### config.mk
export PLATFORM = sky130hd
export DESIGN_NAME = fetch_stage_ctrl
export DESIGN_NICKNAME = d
export VERILOG_FILES = /design/src/rtl/fetch_stage_ctrl.sv
export SDC_FILE = /design/constraint.sdc
export NUM_CORES = 1
export LEC_CHECK = 0
export BUFFER_PORTS_ARGS = -buffer_cell sky130_fd_sc_hd__clkbuf_2
export CAP_MARGIN = 20
export CORE_MARGIN = 10
export CORE_UTILIZATION = 57
export DETAILED_ROUTE_END_ITERATION = 6
export GPL_TIMING_DRIVEN = 0
export PLACE_DENSITY_LB_ADDON = 0.3
export SYNTH_ARGS = -nofsm -noshare
export SYNTH_HDL_FRONTEND = slang
export SYNTH_SLANG_ARGS = --single-unit
### constraint.sdc
create_clock -name clk -period 4.2 [get_ports clk]
set_input_delay 0.21 -clock clk [delete_from_list [all_inputs] [get_ports clk]]
set_output_delay 0.21 -clock clk [all_outputs]
set_load 0.05 [all_outputs]
### src/rtl/fetch_stage_ctrl.sv
// ============================================================================
// fetch_stage_ctrl : RV32I IF-stage PC, fetch issue, IF/ID register, one-entry skid
// Revision 1.0
// ============================================================================
`default_nettype none

module fetch_stage_ctrl #(
    parameter logic [31:0] RESET_PC  = 32'h0000_0000,
    parameter logic [31:0] NOP_INSTR = 32'h0000_0013,
    parameter int          CNT_W     = 16
) (
    input  logic             clk,
    input  logic             rst_n,
    input  logic             stall_i,
    input  logic             branch_taken_i,
    input  logic [31:0]      branch_target_i,
    output logic             imem_req_o,
    output logic [31:0]      imem_addr_o,
    input  logic [31:0]      imem_rdata_i,
    input  logic             imem_ready_i,
    output logic [31:0]      if_id_pc_o,
    output logic [31:0]      if_id_pc4_o,
    output logic [31:0]      if_id_instr_o,
    output logic             if_id_valid_o,
    output logic [CNT_W-1:0] stall_cnt_o
);

    typedef enum logic [1:0] {
        S_BOOT  = 2'd0,
        S_FETCH = 2'd1,
        S_HELD  = 2'd2
    } state_t;

    state_t           state_q;
    logic [31:0]      pc_q;
    logic [31:0]      if_id_pc_q;
    logic [31:0]      if_id_instr_q;
    logic             if_id_valid_q;
    logic [31:0]      skid_pc_q;
    logic [31:0]      skid_instr_q;
    logic [CNT_W-1:0] stall_cnt_q;
    logic [CNT_W-1:0] stall_cnt_d;
    logic [31:0]      pc_plus4_d;

    assign pc_plus4_d = pc_q + 32'd4;

    assign stall_cnt_d = (stall_i && (stall_cnt_q != {CNT_W{1'b1}}))
                       ? stall_cnt_q + {{(CNT_W-1){1'b0}}, 1'b1}
                       : stall_cnt_q;

    always_ff @(posedge clk or negedge rst_n) begin
        if (!rst_n) begin
            state_q       <= S_BOOT;
            pc_q          <= RESET_PC;
            if_id_pc_q    <= 32'd0;
            if_id_instr_q <= NOP_INSTR;
            if_id_valid_q <= 1'b0;
            skid_pc_q     <= 32'd0;
            skid_instr_q  <= 32'd0;
            stall_cnt_q   <= '0;
        end else begin
            stall_cnt_q <= stall_cnt_d;
            if (branch_taken_i) begin
                // Redirect wins over everything; the in-flight fetch and any skid are dropped.
                pc_q          <= branch_target_i & ~32'd3;
                if_id_instr_q <= NOP_INSTR;
                if_id_valid_q <= 1'b0;
                skid_pc_q     <= 32'd0;
                skid_instr_q  <= 32'd0;
                state_q       <= S_FETCH;
            end else begin
                case (state_q)
                    S_BOOT: begin
                        state_q <= S_FETCH;
                    end
                    S_FETCH: begin
                        if (imem_ready_i && !stall_i) begin
                            if_id_pc_q    <= pc_q;
                            if_id_instr_q <= imem_rdata_i;
                            if_id_valid_q <= 1'b1;
                            pc_q          <= pc_plus4_d;
                        end else if (imem_ready_i && stall_i) begin
                            skid_pc_q    <= pc_q;
                            skid_instr_q <= imem_rdata_i;
                            state_q      <= S_HELD;
                        end else if (!stall_i) begin
                            if_id_instr_q <= NOP_INSTR;
                            if_id_valid_q <= 1'b0;
                        end
                    end
                    S_HELD: begin
                        if (!stall_i) begin
                            if_id_pc_q    <= skid_pc_q;
                            if_id_instr_q <= skid_instr_q;
                            if_id_valid_q <= 1'b1;
                            pc_q          <= pc_plus4_d;
                            state_q       <= S_FETCH;
                        end
                    end
                    default: begin
                        state_q <= S_BOOT;
                    end
                endcase
            end
        end
    end

    assign imem_req_o    = (state_q == S_FETCH);
    assign imem_addr_o   = pc_q;
    assign if_id_pc_o    = if_id_pc_q;
    assign if_id_pc4_o   = if_id_pc_q + 32'd4;
    assign if_id_instr_o = if_id_instr_q;
    assign if_id_valid_o = if_id_valid_q;
    assign stall_cnt_o   = stall_cnt_q;

endmodule

`default_nettype wire

==> results of run 1 <==
-- power groups by stage --
stage               logic (mW)  clock network [mW]  registers (mW)
CTS                       1.65                1.71            2.11
global placement          1.61                   0            2.13
detailed placement        1.63                   0            2.13
global route              1.74                1.78            2.15
finish                    1.63                1.70            2.12
floorplan                0.711                   0            2.58
-- layer usage --
metal  routed length (um)  vias up  part of all wire  track usage
li1                     -     3374                 -            -
met2                11300      308              0.48        0.382
met5                    0        -                 0            0
met4                  595        0             0.025       0.0837
met3                 2180       49             0.092       0.0852
met1                 9520     3527              0.40        0.290
-- area by class of cell --
type	instances	area, um^2
clock inverter	10	156
tap	180	225
clock buffer	22	484
antenna	2	5.00
sequential	175	4380
fill	1030	3700
multi-input combinational	584	3590
buffer	52	235
timing repair buffer	224	1220
inverter	11	41.3
-- flip-flops by register name, summed over array words and instances, names as in the netlist --
name / flops
if_id_instr_o: 32
imem_addr_o: 30
state_q: 2
skid_instr_q: 32
stall_cnt_o: 16
if_id_valid_o: 1
skid_pc_q: 31
if_id_pc_o: 31
-- synthesized netlist by cell type, drive strengths merged, types with 4 or more instances --
library cell	number	share of area
a21oi	5	0.0035
a22o	63	0.067
a31oi	36	0.027
and2	5	0.0038
and3	5	0.0038
buf	17	0.013
clkbuf	35	0.016
dfrtp	172	0.52
inv	11	0.0050
mux2	4	0.0055
mux2i	31	0.038
nand2	154	0.070
nand3	33	0.021
nand4	22	0.018
nor2	58	0.026
nor3	10	0.0074
nor4	4	0.0049
o21ai	58	0.035
or3	5	0.0038
xnor2	29	0.031
xor2	32	0.034
-- worst register-to-register path, delay by kind of cell, from the launching register on --
| family | cells | cell delay, ns |
|---|---|---|
| compound gates | 2 | 0.54 |
| flops | 1 | 0.46 |
| simple gates | 2 | 0.43 |
| buf+inv | 2 | 0.65 |
-- logic make-up (layout without fill, tap and decap cells) --
group | after synthesis | after routing | synth area share
compound gates | 174 | 174 | 0.148
other cells | 1 | 4 | 0.000455
xor+xnor | 61 | 61 | 0.0648
flops | 175 | 175 | 0.531
mux | 35 | 35 | 0.0431
fa+ha+maj | 3 | 3 | 0.00455
buf+inv | 63 | 319 | 0.0335
simple gates | 309 | 309 | 0.174
-- worst max-delay path by stage --
stage                            endpoint  slack (ns)  cells after the start
final                     if_id_pc4_o[24]        1.13                      7
after global routing      if_id_pc4_o[24]        0.95                      7
after CTS                 if_id_pc4_o[24]        1.15                      7
after detailed placement  if_id_pc4_o[24]        1.62                      7
after global placement     if_id_pc_o[21]       -0.24                      1
after floorplan           if_id_pc4_o[27]        1.23                      5
-- per-stage QoR --
step                hold WS [ns]  power (mW)  std cells  utilization  TNS [ns]
global placement           0.418        3.74       1212        0.678    -37.51
floorplan                -0.0856        3.30        822            -         0
finish                   0.00688        5.45       1260        0.736         0
global route              0.0110        5.67       1260        0.736         0
detailed placement         0.324        3.77       1213        0.681         0
CTS                     0.000152        5.47       1258        0.736         0
==> results.sh, run 1 <==
export IMPL_status="complete, no violations"
export IMPL_finClkSkew_ns=0.00545
export IMPL_synth_warnings=0
export IMPL_hold_viol_final=0
export IMPL_cts_htree_levels=4
export IMPL_worstHoldEndpoint="imem_addr_o[6]"
export IMPL_startpoint="if_id_pc_o[2]"
export IMPL_path_buf_inv=1
export IMPL_synth_seq_area_share=0.531
export IMPL_stdcell_area_um2=10300
export IMPL_hold_buffers=13
export IMPL_place_congestion=0.855
export IMPL_layout_commonest_cell="clkbuf_2"
export IMPL_startpoint_type="flop"
export IMPL_grt_max_degree=90
export IMPL_cp_max_fo=7
export IMPL_worstReg2RegStart="state_q[1]"
export IMPL_io_buffers=210
export IMPL_intPower_mw=3.32
export IMPL_ys_ff_latch=175
export IMPL_ioPinCount=215
export IMPL_dr_pass1_iters=5
export IMPL_path_clk_slew_ns=0.06
export IMPL_period_share=0.732
export IMPL_gr_usage_all_layers=0.238
export IMPL_setup_ws_ns=1.13
export IMPL_worst_setup_path_type="flop to output pin"
export IMPL_synth_cells=821
export IMPL_finalMaxSlewViolations=0
export IMPL_synth_ff_type="dfrtp_1"
export IMPL_cts_setup_buffers=0
export IMPL_worstPathRequired_ns=3.99
export IMPL_crit_path_end_kind="output pin"
export IMPL_ant_nets=0
export IMPL_cts_max_path_buffers=2
export IMPL_place_hpwl_um=17300
export IMPL_cts_root_buf="clkbuf_16"
export IMPL_die_area_um2=19700
export IMPL_cp_data_arrival_time_ns=2.86
export IMPL_fin_crit_ns=3.07
export IMPL_rows=43
export IMPL_drtIter0Drc=610
export IMPL_cts_buffers=17
export IMPL_min_path_cells=3
export IMPL_p_per_area_nw_per_um2=527
export IMPL_drive_above_1_share=0.257
export IMPL_nets=1137
export IMPL_combPwrFrac=0.300
export IMPL_routed_wl_um=23600
export IMPL_p_leak_nw=4.89
export IMPL_setup_viol=0
export IMPL_cts_sinks=175
export IMPL_vdd_drop_max_v=0.000390
export IMPL_p_switching_mw=2.14
export IMPL_slowest_delay_ns=0.55
export IMPL_cts_resized=0
export IMPL_core_um2=14000
export IMPL_synth_edf_count=0
export IMPL_swShare=0.392
export IMPL_seqPwrFrac=0.388
export IMPL_clock_fmax_mhz=325
export IMPL_grt_pass1_wl_um=38500
export IMPL_drv_cap=0
export IMPL_post_place_ws_ns=1.62
export IMPL_crit_family="simple AND/OR/NAND/NOR gates"
export IMPL_die_h_um=140
export IMPL_final_cell_mix="clkbuf_2, dfrtp_1, nand2_1, a22o_1"
export IMPL_clkPwrFrac=0.312
export IMPL_routed_via_count=7258
export IMPL_avgSynthCellArea_um2=10.0
export IMPL_cp_cell_sequence="ha_1 > and4_1 > nand4_1 > or2_2 > nor4_1 > xor2_1 > clkbuf_2"
export IMPL_async_flop_share=1.00
export IMPL_crit_path_top_delay_cell="dfrtp_1"
export IMPL_dpl_cell_area_um2=9560
export IMPL_route_detailed_drc=0
export IMPL_worstMarginPinSlew_ns=1.02
export IMPL_syn_area_um2=8250
export IMPL_grt_pass1_vias=7349
export IMPL_synthDistinctLibCells=50
export IMPL_hold_class="input port to flop"
export IMPL_syn2layout_area_growth_pct=25.4
export IMPL_hp_start="branch_target_i[6]"
export IMPL_reg2reg_slack_ns=1.97
export IMPL_relSlewSlack=0.314
export IMPL_wl_per_cell_um=18.7
export IMPL_ff2ff_path_depth=6
export IMPL_rsz0062_at_grt="false"
export IMPL_initial_utilization=0.587
export IMPL_grt_remaining_overflow=0
export IMPL_crit_reg2reg_capture="if_id_pc_o[19]"
export IMPL_die_w_um=140
export IMPL_cts_tree="built"
export IMPL_insertion_delay_ns=0.43
export IMPL_antenna_found_initial=2
export IMPL_via_per_inst=5.76
(Power assumes the default switching activity.)
==> inputs of run 2 (changes only) <==
CORE_UTILIZATION = 48   (was 57)
clock period = 2.75 ns   (was 4.2 ns; I/O delays follow)
==> results.sh, run 2 (synthesized netlist as in run 1, its figures left out) <==
export IMPL_status="complete, no violations"
export IMPL_grt_remaining_overflow=0
export IMPL_layout_commonest_cell="clkbuf_2"
export IMPL_worstPathRequired_ns=2.61
export IMPL_cts_max_path_buffers=2
export IMPL_swShare=0.409
export IMPL_clkPwrFrac=0.291
export IMPL_setup_viol=0
export IMPL_total_power_mw=8.31
export IMPL_combPwrFrac=0.316
export IMPL_antenna_cells=0
export IMPL_p_switching_mw=3.40
export IMPL_startpoint_type="flop"
export IMPL_drv_cap=0
export IMPL_final_cells=1352
export IMPL_cts_root_buf="clkbuf_16"
export IMPL_seqPwrFrac=0.393
export IMPL_grt_use_met3=0.0537
export IMPL_placed_cells=1253
export IMPL_place_congestion=0.859
export IMPL_worst_setup_path_type="flop to output pin"
export IMPL_cts_buffers=17
export IMPL_ioPinCount=215
export IMPL_use_met1=0.294
export IMPL_finalMaxSlewViolations=0
export IMPL_drtIter0Drc=434
export IMPL_worstReg2RegStart="state_q[0]"
export IMPL_reg2reg_slack_ns=0.46
export IMPL_cp_data_arrival_time_ns=2.50
export IMPL_cts_htree_levels=4
export IMPL_ant_nets=0
export IMPL_period_share=0.958
export IMPL_vdd_drop_max_v=0.000551
export IMPL_hold_class="input port to flop"
export IMPL_cts_tree="built"
export IMPL_drive_above_1_share=0.279
export IMPL_routed_via_count=7397
export IMPL_antenna_found_initial=0
export IMPL_gr_usage_met2=0.350
export IMPL_gr_usage_all_layers=0.222
export IMPL_nets=1191
export IMPL_wl_per_cell_um=18.5
export IMPL_final_cell_mix="clkbuf_2, dfrtp_1, nand2_1, a22o_1, dlygate4sd3_1"
export IMPL_final_util=0.660
export IMPL_io_buffers=210
export IMPL_cp_max_fo=6
export IMPL_grt_pass1_vias=7506
export IMPL_rsz0062_at_grt="true"
export IMPL_p_per_area_nw_per_um2=754
export IMPL_die_h_um=151
export IMPL_crit_reg2reg_capture="skid_instr_q[14]"
export IMPL_ff2ff_path_depth=4
export IMPL_fin_crit_ns=2.64
export IMPL_hp_start="imem_ready_i"
export IMPL_path_clk_slew_ns=0.06
export IMPL_finClkSkew_ns=0.0105
export IMPL_route_detailed_drc=0
export IMPL_insertion_delay_ns=0.43
export IMPL_hold_viol_final=0
export IMPL_grt_pass1_wl_um=40200
export IMPL_cts_sinks=175
export IMPL_dr_pass1_iters=5
export IMPL_routed_wl_um=25100
export IMPL_p_leak_nw=5.11
export IMPL_syn2layout_area_growth_pct=33.8
export IMPL_initial_utilization=0.494
export IMPL_rows=47
export IMPL_grt_max_degree=116
export IMPL_core_um2=16700
export IMPL_worstMarginPinSlew_ns=1.06
export IMPL_relSlewSlack=0.293
export IMPL_die_w_um=151
export IMPL_hold_slack_ns=0.101
export IMPL_clock_fmax_mhz=379
export IMPL_worstHoldEndpoint="state_q[1]"
export IMPL_min_path_cells=3
export IMPL_grt_busiest_layer="met2"
export IMPL_intPower_mw=4.91
export IMPL_die_area_um2=22800
export IMPL_place_hpwl_um=17800
export IMPL_via_per_inst=5.47
export IMPL_crit_path_end_kind="output pin"
==> run 2: how the worst max path moves through the flow <==
stage | start | endpoint | slack [ns] | depth (start not counted)
6_report | if_id_pc_o[20] | if_id_pc4_o[29] | 0.11 | 6
5_1_grt | if_id_pc_o[20] | if_id_pc4_o[29] | -0.03 | 6
4_1_cts | if_id_pc_o[2] | if_id_pc4_o[24] | 0.01 | 7
3_5_place_dp | if_id_pc_o[2] | if_id_pc4_o[24] | 0.1 | 7
3_3_place_gp | rst_n | if_id_pc_o[21] | -1.70 | 1
2_1_floorplan | if_id_pc_o[16] | if_id_pc4_o[25] | 0.05 | 4
==> run 2: critical path, cell delays in order (launching register included) <==
cell and delay [ns]:
dfrtp_2 0.43, nand4_1 0.20, or4_4 0.56, nor3_4 0.32, nand3_1 0.18, xnor2_2 0.16
buf_4 0.22
==> run 2: repair_timing <==
action | 4_1_cts | 5_1_grt
pin swaps | 2 | 3
buffers inserted | 1 | 3
gates resized for setup | 18 | 25
endpoints found under the hold margin | 128 | 0
hold buffers | 63 | 0
endpoints found under the setup margin | 11 | 13
==> run 2: cell type report <==
| class | instances | area [um^2] |
|---|---|---|
| Multi-Input combinational cell | 584 | 3720 |
| Fill cell | 1376 | 5670 |
| Inverter | 11 | 41.3 |
| Buffer | 52 | 235 |
| Sequential cell | 175 | 4400 |
| Clock inverter | 14 | 160 |
| Tap cell | 220 | 275 |
| Timing Repair Buffer | 278 | 1770 |
| Clock buffer | 18 | 429 |
==> run 2: per-layer routing <==
layer / vias to the layer above / routed length, um
li1: 3490 / -
met1: 3657 / 10900
met2: 224 / 12000
met3: 26 / 1600
met4: 0 / 512
met5: - / 0
==> run 2: metrics by stage <==
| step | TNS, ns | worst slack [ns] | instance area [um^2] |
|---|---|---|---|
| 6_report | 0 | 0.114 | 11000 |
| 5_1_grt | -0.0362 | -0.0315 | 11000 |
| 2_1_floorplan | 0 | 0.0455 | 8330 |
| 3_3_place_gp | -289.96 | -1.70 | 9650 |
| 3_5_place_dp | 0 | 0.0978 | 9690 |
| 4_1_cts | 0 | 0.0117 | 11000 |
==> run 2: power groups by stage <==
| stage | registers (mW) | logic, mW | clock network [mW] |
|---|---|---|---|
| 2_1_floorplan | 3.96 | 1.10 | 0 |
| 3_3_place_gp | 3.28 | 2.49 | 0 |
| 3_5_place_dp | 3.29 | 2.52 | 0 |
| 4_1_cts | 3.25 | 2.62 | 2.45 |
| 5_1_grt | 3.32 | 2.80 | 2.54 |
| 6_report | 3.27 | 2.63 | 2.42 |
==> inputs of run 3 (changes only) <==
CAP_MARGIN = not set   (was 20)
CORE_UTILIZATION = 40   (was 48)
==> results.sh, run 3 (synthesized netlist as in run 1, its figures left out) <==
export IMPL_placed_cells=1303
export IMPL_final_cell_mix="clkbuf_2, dfrtp_1, nand2_1, a22o_1, dlygate4sd3_1"
export IMPL_die_w_um=164
export IMPL_cts_root_buf="clkbuf_16"
export IMPL_antenna_found_initial=1
export IMPL_initial_utilization=0.408
export IMPL_total_power_mw=8.20
export IMPL_cp_max_fo=7
export IMPL_relSlewSlack=0.292
export IMPL_grt_pass1_vias=7467
export IMPL_gr_usage_all_layers=0.191
export IMPL_routed_wl_um=25400
export IMPL_finalMaxSlewViolations=0
export IMPL_p_per_area_nw_per_um2=743
export IMPL_crit_family="simple AND/OR/NAND/NOR gates"
export IMPL_via_per_inst=5.22
export IMPL_period_share=0.957
export IMPL_rows=52
export IMPL_place_congestion=0.841
export IMPL_worstPathRequired_ns=2.61
export IMPL_cp_cell_sequence="and4_2 > nand3_1 > or3_1 > clkbuf_1 > nor3_2 > xnor2_1 > buf_4"
export IMPL_route_detailed_drc=0
export IMPL_hold_viol_final=0
export IMPL_cts_tree="built"
export IMPL_die_h_um=164
export IMPL_cts_max_path_buffers=2
export IMPL_layout_commonest_cell="clkbuf_2"
export IMPL_path_buf_inv=2
export IMPL_top_layer_used="met4"
export IMPL_slowest_delay_ns=0.45
export IMPL_drive_above_1_share=0.267
export IMPL_hold_slack_ns=0.0957
export IMPL_wl_met1_um=11600
export IMPL_finClkSkew_ns=0.00926
export IMPL_final_cells=1401
export IMPL_cts_buffers=17
export IMPL_cp_data_arrival_time_ns=2.49
export IMPL_syn2layout_area_growth_pct=33.9
export IMPL_status="complete, no violations"
export IMPL_drv_cap=0
export IMPL_insertion_delay_ns=0.42
export IMPL_vdd_drop_max_v=0.000556
export IMPL_place_hpwl_um=18400
export IMPL_ioPinCount=215
export IMPL_path_clk_slew_ns=0.06
export IMPL_wl_met2_um=11700
export IMPL_core_um2=20200
export IMPL_nets=1191
export IMPL_cts_sinks=175
export IMPL_route_met3_wl_um=1850
export IMPL_dr_pass1_iters=5
export IMPL_drtIter0Drc=501
export IMPL_worstMarginPinSlew_ns=1.06
export IMPL_ant_nets=0
export IMPL_fin_crit_ns=2.63
export IMPL_startpoint_type="flop"
export IMPL_worst_setup_path_type="flop to output pin"
export IMPL_wl_per_cell_um=18.2
export IMPL_crit_path_end_kind="output pin"
export IMPL_grt_max_degree=111
export IMPL_crit_path_top_delay_cell="dfrtp_2"
export IMPL_hold_class="input port to flop"
export IMPL_routed_via_count=7307
export IMPL_p_leak_nw=5.11
export IMPL_cts_htree_levels=4
export IMPL_clock_fmax_mhz=380
export IMPL_die_area_um2=26800
export IMPL_grt_remaining_overflow=0
export IMPL_grt_pass1_wl_um=41000
export IMPL_setup_viol=0
export IMPL_io_buffers=210
-- run 3: cell count changes in the layout (fill, tap and decap cells not counted), sizes merged --
cell      delta
inv          -2
buf          +3
clkbuf       +1
clkinv       -3
clkinvlp     -2
diode        +2
-- run 3: metrics by stage --
step / setup WS (ns) / instance area, um^2 / setup TNS, ns / utilization
floorplan: 0.0455 / 8330 / 0 / -
global placement: -1.78 / 9710 / -305.16 / 0.480
detailed placement: 0.204 / 9750 / 0 / 0.482
CTS: 0.0264 / 11000 / 0 / 0.543
global route: -0.0592 / 11000 / -0.0848 / 0.545
finish: 0.120 / 11000 / 0 / 0.546
-- run 3: path summary, 6_finish.rpt --
| check | start | slack (ns) | cells after the start | to |
|---|---|---|---|---|
| worst min-delay path | imem_ready_i | 0.1 | 3 | state_q[1] |
| max in group asynchronous | rst_n | 1.52 | 3 | if_id_pc_o[7] |
| worst max-delay path | if_id_pc_o[7] | 0.12 | 7 | if_id_pc4_o[23] |
| worst max register to register | state_q[0] | 0.45 | 4 | skid_pc_q[21] |
| worst min register to register | if_id_instr_o[0] | 0.46 | 2 | if_id_instr_o[0] |
| min in group asynchronous | rst_n | 0.27 | 2 | skid_instr_q[17] |
-- run 3: where the power goes --
| part | switching, mW | leakage (nW) | internal (mW) |
|---|---|---|---|
| Sequential | 0.415 | 2.23 | 2.85 |
| Combinational | 1.93 | 2.62 | 0.702 |
| Clock | 0.957 | 0.262 | 1.34 |
-- run 3: layout make-up --
cell class                      count  area (um^2)
Antenna cell                        2         5.00
Sequential cell                   175         4390
Fill cell                        1851         9200
Tap cell                          270          338
Inverter                           11         41.3
Clock buffer                       22          454
Buffer                             52          235
Multi-Input combinational cell    584         3720
Clock inverter                      7         90.1
Timing Repair Buffer              278         1770
-- run 3: layer usage --
metal | vias to the layer above | track usage
met5 | - | 0
met4 | 0 | 0.0504
met3 | 18 | 0.0554
met2 | 225 | 0.292
met1 | 3584 | 0.260
li1 | 3480 | -
-- run 3: timing repair --
| item | 4_1_cts | 5_1_grt |
|---|---|---|
| gates resized for setup | 15 | 20 |
| endpoints found under the setup margin | 11 | 12 |
| setup buffers | 1 | 3 |
| hold endpoints to repair | 127 | 0 |
| hold buffers | 63 | 0 |
| pin swaps | 2 | 2 |
-- run 3: worst register-to-register path: cells and delay by family (launching register included) --
family | cells | cell delay (ns)
flops | 1 | 0.45
buf+inv | 1 | 0.53
simple gates | 1 | 0.20
compound gates | 2 | 1.05
